[src/rtl/pr_freelist_ctrl_pkg.sv]
// Shared rename-stage sizing for the physical-register free list.
package pr_freelist_ctrl_pkg;
  localparam int N_WAY          = 2;
  localparam int XLEN           = 32;
  localparam int NUM_PR_DEFAULT = 64;
  localparam int RANK_BITS      = $clog2(N_WAY + 1);
endpackage

[src/rtl/pr_freelist_ctrl_lane_prefix_count.sv]
// Per-lane count of set bits in the lower-numbered lanes, plus the total.
module lane_prefix_count #(
  parameter int LANES = 2,
  parameter int CW    = 2
) (
  input  logic [LANES-1:0]         bits,
  output logic [LANES-1:0][CW-1:0] rank,
  output logic [CW-1:0]            total
);
  logic [CW-1:0] acc;

  always_comb begin
    acc  = '0;
    rank = '0;
    for (int n = 0; n < LANES; n++) begin
      rank[n] = acc;
      acc     = acc + CW'(bits[n]);
    end
    total = acc;
  end
endmodule

[src/rtl/pr_freelist_ctrl.sv]
// Free-list controller: offers unmapped physical tags to dispatch lanes in
// program order, reclaims retired tags, and rewinds to the retire head on branch_haz.
module pr_freelist_ctrl
  import pr_freelist_ctrl_pkg::*;
#(
  parameter  int NUM_PR   = NUM_PR_DEFAULT,
  localparam int CDB_BITS = $clog2(NUM_PR),
  localparam int DEPTH    = NUM_PR - XLEN - 1
) (
  input  logic                             clock,
  input  logic                             reset,
  input  logic [N_WAY-1:0]                 dis_req,
  input  logic [N_WAY-1:0]                 ret_valid,
  input  logic [N_WAY-1:0][CDB_BITS-1:0]   ret_pr_old,
  input  logic                             branch_haz,
  output logic [N_WAY-1:0][CDB_BITS-1:0]   pr_freelist,
  output logic [CDB_BITS:0]                free_count,
  output logic                             empty
);
  localparam int IW = CDB_BITS - 1;

  // Pointers are {wrap, index}; the index wraps at DEPTH, not at a power of two.
  function automatic logic [CDB_BITS-1:0] ptr_add(input logic [CDB_BITS-1:0] p,
                                                  input logic [RANK_BITS-1:0] k);
    logic [IW:0]         sum;
    logic [CDB_BITS-1:0] r;
    sum = {1'b0, p[IW-1:0]} + (IW+1)'(k);
    if (sum >= (IW+1)'(DEPTH)) begin
      r[IW-1:0] = IW'(sum - (IW+1)'(DEPTH));
      r[IW]     = ~p[IW];
    end else begin
      r[IW-1:0] = sum[IW-1:0];
      r[IW]     = p[IW];
    end
    return r;
  endfunction

  function automatic logic [IW-1:0] idx_add(input logic [CDB_BITS-1:0] p,
                                            input logic [RANK_BITS-1:0] k);
    logic [CDB_BITS-1:0] r;
    r = ptr_add(p, k);
    return r[IW-1:0];
  endfunction

  function automatic logic [CDB_BITS:0] count_between(input logic [CDB_BITS-1:0] a,
                                                      input logic [CDB_BITS-1:0] b);
    logic [CDB_BITS:0] ai;
    logic [CDB_BITS:0] bi;
    ai = (CDB_BITS+1)'(a[IW-1:0]);
    bi = (CDB_BITS+1)'(b[IW-1:0]);
    if (a[IW] == b[IW]) return bi - ai;
    return (CDB_BITS+1)'(DEPTH) + bi - ai;
  endfunction

  logic [CDB_BITS-1:0]                 tag_buf [DEPTH];
  logic [CDB_BITS-1:0]                 head, tail, rhead;
  logic [CDB_BITS-1:0]                 head_next, tail_next, rhead_next;
  logic [N_WAY-1:0][RANK_BITS-1:0]     dis_rank, ret_rank;
  logic [RANK_BITS-1:0]                dis_total, ret_total, allocs;
  logic [N_WAY-1:0][IW-1:0]            offer_idx, ret_idx;
  logic [CDB_BITS+1:0]                 fc_sum;

  lane_prefix_count #(.LANES(N_WAY), .CW(RANK_BITS)) u_dis_rank (
    .bits  (dis_req),
    .rank  (dis_rank),
    .total (dis_total)
  );

  lane_prefix_count #(.LANES(N_WAY), .CW(RANK_BITS)) u_ret_rank (
    .bits  (ret_valid),
    .rank  (ret_rank),
    .total (ret_total)
  );

  always_comb begin
    free_count = count_between(head, tail);
    empty      = (free_count == '0);
  end

  always_comb begin
    pr_freelist = '0;
    offer_idx   = '0;
    for (int n = 0; n < N_WAY; n++) begin
      offer_idx[n] = idx_add(head, dis_rank[n]);
      if (!branch_haz && dis_req[n] && ((CDB_BITS+1)'(dis_rank[n]) < free_count))
        pr_freelist[n] = tag_buf[offer_idx[n]];
    end
  end

  // Grants form a prefix of the requesters, so the grant count is min(requests, free).
  always_comb begin
    if (branch_haz)
      allocs = '0;
    else if ((CDB_BITS+1)'(dis_total) < free_count)
      allocs = dis_total;
    else
      allocs = RANK_BITS'(free_count);
  end

  always_comb begin
    ret_idx = '0;
    for (int n = 0; n < N_WAY; n++)
      ret_idx[n] = idx_add(tail, ret_rank[n]);
    rhead_next = ptr_add(rhead, ret_total);
    tail_next  = ptr_add(tail, ret_total);
    head_next  = branch_haz ? rhead_next : ptr_add(head, allocs);
    fc_sum     = (CDB_BITS+2)'(free_count) + (CDB_BITS+2)'(ret_total) - (CDB_BITS+2)'(allocs);
  end

  always_ff @(posedge clock) begin
    if (reset) begin
      for (int i = 0; i < DEPTH; i++)
        tag_buf[i] <= CDB_BITS'(XLEN + 1 + i);
      head  <= '0;
      rhead <= '0;
      tail  <= {1'b1, {IW{1'b0}}};
    end else begin
      for (int n = 0; n < N_WAY; n++)
        if (ret_valid[n]) tag_buf[ret_idx[n]] <= ret_pr_old[n];
      head  <= head_next;
      tail  <= tail_next;
      rhead <= rhead_next;
    end
  end

  always_ff @(posedge clock) begin
    if (!reset) begin
      for (int n = 0; n < N_WAY; n++)
        assert (!(ret_valid[n] && ret_pr_old[n] == '0));
      assert (fc_sum <= (CDB_BITS+2)'(DEPTH));
    end
  end
endmodule
[config.mk]
export PLATFORM = sky130hd
export DESIGN_NAME = pr_freelist_ctrl
export DESIGN_NICKNAME = d
export VERILOG_FILES = /design/src/rtl/pr_freelist_ctrl_pkg.sv /design/src/rtl/pr_freelist_ctrl_lane_prefix_count.sv /design/src/rtl/pr_freelist_ctrl.sv
export SDC_FILE = /design/constraint.sdc
export NUM_CORES = 1
export LEC_CHECK = 0
export BUFFER_PORTS_ARGS = -buffer_cell sky130_fd_sc_hd__clkbuf_2
export CAP_MARGIN = 20
export CELL_PAD_IN_SITES_DETAIL_PLACEMENT = 1
export CELL_PAD_IN_SITES_GLOBAL_PLACEMENT = 1
export CORE_ASPECT_RATIO = 1.75
export CORE_MARGIN = 1.5
export CORE_UTILIZATION = 37
export CTS_BUF_LIST = sky130_fd_sc_hd__clkbuf_8
export CTS_CLUSTER_SIZE = 30
export DETAILED_ROUTE_END_ITERATION = 8
export PLACE_DENSITY_LB_ADDON = 0.1
export SETUP_SLACK_MARGIN = 0.05
export SLEW_MARGIN = 5
export SYNTH_ARGS = -nofsm -noshare
export SYNTH_HDL_FRONTEND = slang
export SYNTH_SLANG_ARGS = --single-unit
[constraint.sdc]
create_clock -name clock -period 20.1 [get_ports clock]
set_input_delay 6.03 -clock clock [delete_from_list [all_inputs] [get_ports clock]]
set_output_delay 6.03 -clock clock [all_outputs]
set_load 0.03 [all_outputs]
==> results.toml, run 1 <==
[synthesis]
synth_fp_nets = 1596
ys_ff_latch = 210
synth_most_common_cell = "mux2i_1"
synthDistinctLibCells = 73
seq_area_frac_synth = 0.398
synth_common_cells = "240 x mux2i_1, 232 x nand2_1, 192 x edfxtp_1, 186 x nor2_1, 73 x clkbuf_1"
syn_inst = 1544
yosysTopAreaCell = "edfxtp_1"
async_flop_share = 0
synth_top_area_frac = 0.375
synth-main-ff-cell = "edfxtp_1"
synth_edf_count = 192
yosysWarnings = 0
synth_area_um2 = 15400
synth.avg_cell_area_um2 = 9.97
ys_top_cells_by_area = "edfxtp_1 37%, mux2i_1 16%, mux4_2 6.0%, nand2_1 5.7%, nor2_1 4.5%"

[drt]
dr.pass1.iters = 5
avgRoutedWirePerCell_um = 31.6
finalWirelength_um = 67200
drcViolationCount = 0
postRouteAntennaNets = 0
vias = 13300
viasPerCell = 6.25
drt_iter0_markers = 1213

[floorplan]
initial_core_util = 0.376
dieArea_um2 = 42900
core_um2 = 41000
std_cell_rows = 98
die_width_um = 157
num_io_pins = 39
die-height_um = 273

[critical_path]
cp_data_required_time_ns = 14.07
cp.arrival_ns = 10.56
critical_path_class = "primary input to output pin"
critPathCaptureType = "output pin"
worst-path-max-fanout = 55
cp-start-kind = "primary input"

[final_layout]
ff_latch_area_um2 = 6130
fillCellCount = 4684
design_area_um2 = 16800
final_util = 0.410
nNetsFinal = 1601
syn_to_final_growth_pct = 9.06
drive_gt1_frac = 0.137
multiInputGateArea_um2 = 8750

[placed_design]
placed_area_um2 = 16200
place_congestion = 0.969
port_buffers = 38
hpwl_um = 50100

[clock_network]
h-tree-depth = 2
cts_setup_buffers = 0
cts_buffer_depth = 3
cts_tree = "yes"
post_cts_resized = 0
clk_pin_slew_ns = 0.06
cts_hold_buf = 0
cts_root_buffer = "clkbuf_8"
worstSkewPairLatency_ns = 0.56
cts_buffers = 35
cts.sinks = 210

[pwr]
power_density_nw_per_um2 = 74.4
p_leak_uw = 0.00604
ir_drop_mv = 0.0439

[flow_run]
maxCapViolations = 0

[timing]
min_period_over_period = 0.825
setup_viol = 0
rsz0062_at_grt = "no"
relSlewSlack = 0.253
slew_violations = 0
max_freq_mhz = 60.3
min_period_ns = 16.59
fin_tns_setup_ns = 0
finalHoldViolations = 0
skew_ns = 0.0293
worstMarginPinSlew_ns = 1.12

[grt]
overflow = 0
grt_pass1_wl_um = 95700
grt_pass1_vias = 13600
grtUsageTotal = 0.316
grt_max_degree = 56
antenna_found_initial = 2

[status]
outcome = "complete, no violations"

[min_path]
hold_class = "register to register"
==> sequential cells by signal, indices dropped and copies added (netlist names) <==
register  cells
tag_buf     192
tail          6
head          6
rhead         6
==> cell type report <==
class | count | area share
Clock inverter | 25 | 0.00664
Inverter | 35 | 0.00783
Tap cell | 550 | 0.0410
Multi-Input combinational cell | 1191 | 0.521
Sequential cell | 210 | 0.365
Timing Repair Buffer | 76 | 0.0283
Antenna cell | 1 | 0.000149
Clock buffer | 36 | 0.0295
==> layout by cell type, fill, tap and decap left out, types with 14 or more instances in the layout <==
cell type / n
a32o_1: 21
o22ai_1: 25
o21ai_0: 16
clkbuf_2: 38
or3_1: 16
mux4_2: 41
nor2_1: 186
mux2i_1: 238
dfxtp_1: 18
clkbuf_8: 36
a32oi_1: 20
nand3_1: 43
mux2_2: 26
nand2b_1: 14
buf_4: 38
nand2_1: 232
xnor2_1: 26
edfxtp_1: 192
inv_1: 43
a21oi_1: 28
a31oi_1: 19
nor3_1: 53
ha_1: 28
==> final timing paths <==
check | start | endpoint | slack, ns | depth (start not counted)
max | dis_req[0] | pr_freelist[7] | 3.51 | 13
min | rhead[5] | rhead[5] | 0.53 | 2
max reg2reg | head[3] | head[3] | 14.03 | 18
min reg2reg | rhead[5] | rhead[5] | 0.53 | 2
==> per-layer routing <==
metal,share of wire,up-vias,track usage
li1,-,5793,-
met1,0.36,6725,0.338
met2,0.51,533,0.568
met3,0.042,212,0.0324
met4,0.089,2,0.236
met5,0.00027,-,0
==> kinds of logic (layout without fill, tap and decap cells) <==
family,after synthesis,in the layout,synth area share
AND/OR/NAND/NOR,609,609,0.178
multiplexers,308,308,0.236
flip-flops,210,210,0.398
AO/OA/AOI/OAI,204,204,0.0982
buffers and inverters,143,172,0.0381
XOR/XNOR,37,37,0.0220
adder cells (fa/ha/maj),33,33,0.0293
other,0,1,0
==> power breakdown <==
group          internal [µW]  total, µW  switching, µW  leakage [µW]
combinational            135        383            247       0.00395
sequential               490        513           22.3       0.00174
clock                    167        353            187      0.000350
==> metrics by stage <==
stage	setup WS, ns	total power, µW	hold WS [ns]	instances
after floorplan	4.50	772	0.500	1544
after global placement	3.70	894	0.516	2062
after detailed placement	3.61	902	0.526	2062
after CTS	3.60	1250	0.537	2123
after global routing	3.40	1290	0.594	2124
final	3.51	1250	0.533	2124
==> worst max-delay path, cell delays in order <==
cell	delay, ns
clkbuf_2	0.10
ha_1	0.28
ha_1	0.39
ha_1	0.38
inv_1	0.36
a22oi_1	0.21
o21ai_4	0.09
buf_4	0.65
mux2i_1	0.18
mux4_2	0.49
o21ai_0	0.26
nor4b_1	0.76
clkbuf_2	0.34
(Power assumes the default switching activity.)
==> inputs of run 2 (changes only) <==
ABC_AREA = 1   (was default)
clock period = 14.52 ns   (was 20.1 ns; I/O delays follow)
==> run 2 against run 1 <==
Global-route usage grew 1.2 points; clock power rose by 67%; first-iteration DRC count decreased by 7.3%; via count is 18% higher; routed wire length rose by 2.8%; core utilization shrank 0.67 points; power is 49% higher; critical path depth increased by 7; sequential share of layout area rose by 0.72 points; combinational power up 49%; final cell count grew 22%; largest cell class unchanged.
==> results.toml, run 2 <==
[status]
outcome = "complete, no violations"

[grt]
overflow = 0
grt_pass1_wl_um = 102000
grt_pass1_vias = 16000
grtUsageTotal = 0.328
antenna_found_initial = 2
grt_max_degree = 86

[drt]
vias = 15600
drcViolationCount = 0
postRouteAntennaNets = 0
viasPerCell = 6.02
dr.pass1.iters = 5
finalWirelength_um = 69100
avgRoutedWirePerCell_um = 26.6
drt_iter0_markers = 1125

[final_layout]
syn_to_final_growth_pct = 7.72
drive_gt1_frac = 0.0797
final_cell_mix = "611 x nand3_1, 392 x nand2_1, 274 x o21ai_0, 192 x edfxtp_1, 156 x inv_1"
layout_commonest_cell = "nand3_1"
largest_register_ffs = 192
regMostFlops = "tag_buf"
nNetsFinal = 2072
fillCellCount = 5100

[timing]
slew_violations = 0
min_period_ns = 12.67
setup_viol = 0
relSlewSlack = 0.231
rsz0062_at_grt = "no"
finalHoldViolations = 0
skew_ns = 0.0269
timing.final.ws_setup_ns = 1.85
worstMarginPinSlew_ns = 1.14
fin_tns_setup_ns = 0
max_freq_mhz = 78.9
min_period_over_period = 0.873

[clock_network]
cts_hold_buf = 0
cts_buffers = 36
clk_pin_slew_ns = 0.06
cts_root_buffer = "clkbuf_8"
worstSkewPairLatency_ns = 0.57
h-tree-depth = 2
cts_setup_buffers = 0
cts.sinks = 210
cts_buffer_depth = 3
post_cts_resized = 0
cts_tree = "yes"

[critical_path]
critPathMaxStageDelay_ns = 0.59
crit_end = "pr_freelist[11]"
crit_family = "simple AND/OR/NAND/NOR gates"
path_depth = 20
r2r_end = "head[3]"
reg2reg_depth = 21
worst-path-max-fanout = 52
cp-start-kind = "primary input"
cp_slowest_cell = "buf_4"
cp_data_required_time_ns = 10.16
cp.arrival_ns = 8.32
r2r_slack_ns = 9.60
critPathCaptureType = "output pin"
cp_num_buf_inv = 4
critPathLaunch = "dis_req[0]"
critical_path_class = "primary input to output pin"
regToRegStartpoint = "tail[0]"
cp_cell_sequence = "clkbuf_2, ha_1, ha_1, ha_1, inv_1, nor2_1, nand3_1, nand2_2, nand2_2, nand2_4, buf_4, nand2_1, nand3_1, nand3_1, nand3_1, nand2_1, nand2_1, nand2_1, nor2_1, clkbuf_2"

[placed_design]
port_buffers = 38
pre_cts_ws_ns = 1.89
place_congestion = 0.967
hpwl_um = 48100

[synthesis]
synth-main-ff-cell = "edfxtp_1"
syn_inst = 2079
yosysTopAreaCell = "edfxtp_1"
synth_fp_nets = 2131
synth.avg_cell_area_um2 = 7.35
synth_common_cells = "612 x nand3_1, 395 x nand2_1, 276 x o21ai_0, 192 x edfxtp_1, 154 x inv_1"
ys_ff_latch = 210
ys_top_cells_by_area = "edfxtp_1 38%, nand3_1 20%, nand2_1 9.7%, o21ai_0 9.0%, inv_1 3.8%"
synth_most_common_cell = "nand3_1"
synth_edf_count = 192
synth_area_um2 = 15300
yosysWarnings = 0
async_flop_share = 0
synth_top_area_frac = 0.377
seq_area_frac_synth = 0.401
synthDistinctLibCells = 46

[min_path]
hold_class = "register to register"

[floorplan]
dieArea_um2 = 42600
die-height_um = 272
core_um2 = 40800
std_cell_rows = 98
die_width_um = 157
initial_core_util = 0.374
num_io_pins = 39

[pwr]
power_density_nw_per_um2 = 113
ir_drop_mv = 0.0911
p_leak_uw = 0.00649

[flow_run]
maxCapViolations = 0
==> run 2: routing by layer <==
metal  up-vias  global-route usage  share of wire
met5         -                   0              0
met4         0               0.239          0.082
met3       211              0.0393          0.048
met2       585               0.591           0.52
met1      7707               0.349           0.35
li1       7108                   -              -
==> run 2: worst min path at each step <==
stage / start / slack (ns) / end / cells after the start
floorplan: tail[5] / 0.45 / tail[5] / 2
global route: tail[5] / 0.53 / tail[5] / 2
global placement: tail[5] / 0.47 / tail[5] / 2
CTS: tail[5] / 0.49 / tail[5] / 2
finish: tail[5] / 0.49 / tail[5] / 2
detailed placement: tail[5] / 0.48 / tail[5] / 2
==> run 2: layout make-up <==
cell class | count | area [µm²] | share of cell area
clock buffers | 38 | 523 | 0.0318
multi-input cells | 1544 | 7870 | 0.478
clock inverters | 24 | 224 | 0.0136
diodes | 1 | 2.50 | 0.000152
well taps | 550 | 688 | 0.0418
inverters | 161 | 604 | 0.0367
repair buffers | 67 | 419 | 0.0255
flip-flops and latches | 210 | 6130 | 0.372
==> run 2: cell families after synthesis <==
group,after synthesis,synth area share
fa+ha+maj,33,0.0295
compound gates,362,0.125
buf+inv,325,0.0887
xor+xnor,27,0.0177
flops,210,0.401
simple gates,1122,0.338
==> run 2: power breakdown <==
group	internal, µW	switching (µW)	total (µW)	leakage, µW
clock network	317	273	590	0.000392
registers	679	23.8	703	0.00174
logic	158	412	570	0.00436
==> run 2: worst min-delay path: cells and delay by family, from the launching register on <==
kind          cells  cell delay (ns)
flops             1             0.32
simple gates      2             0.11
==> run 2: per-stage QoR <==
stage	cell area (µm²)	utilization	power (µW)	cells	hold WS [ns]
finish	16500	0.403	1860	2595	0.490
global route	16500	0.403	1950	2595	0.528
CTS	16400	0.403	1870	2593	0.494
detailed placement	15700	0.384	1280	2531	0.485
global placement	15700	0.384	1270	2530	0.471
floorplan	15300	-	1090	2079	0.450
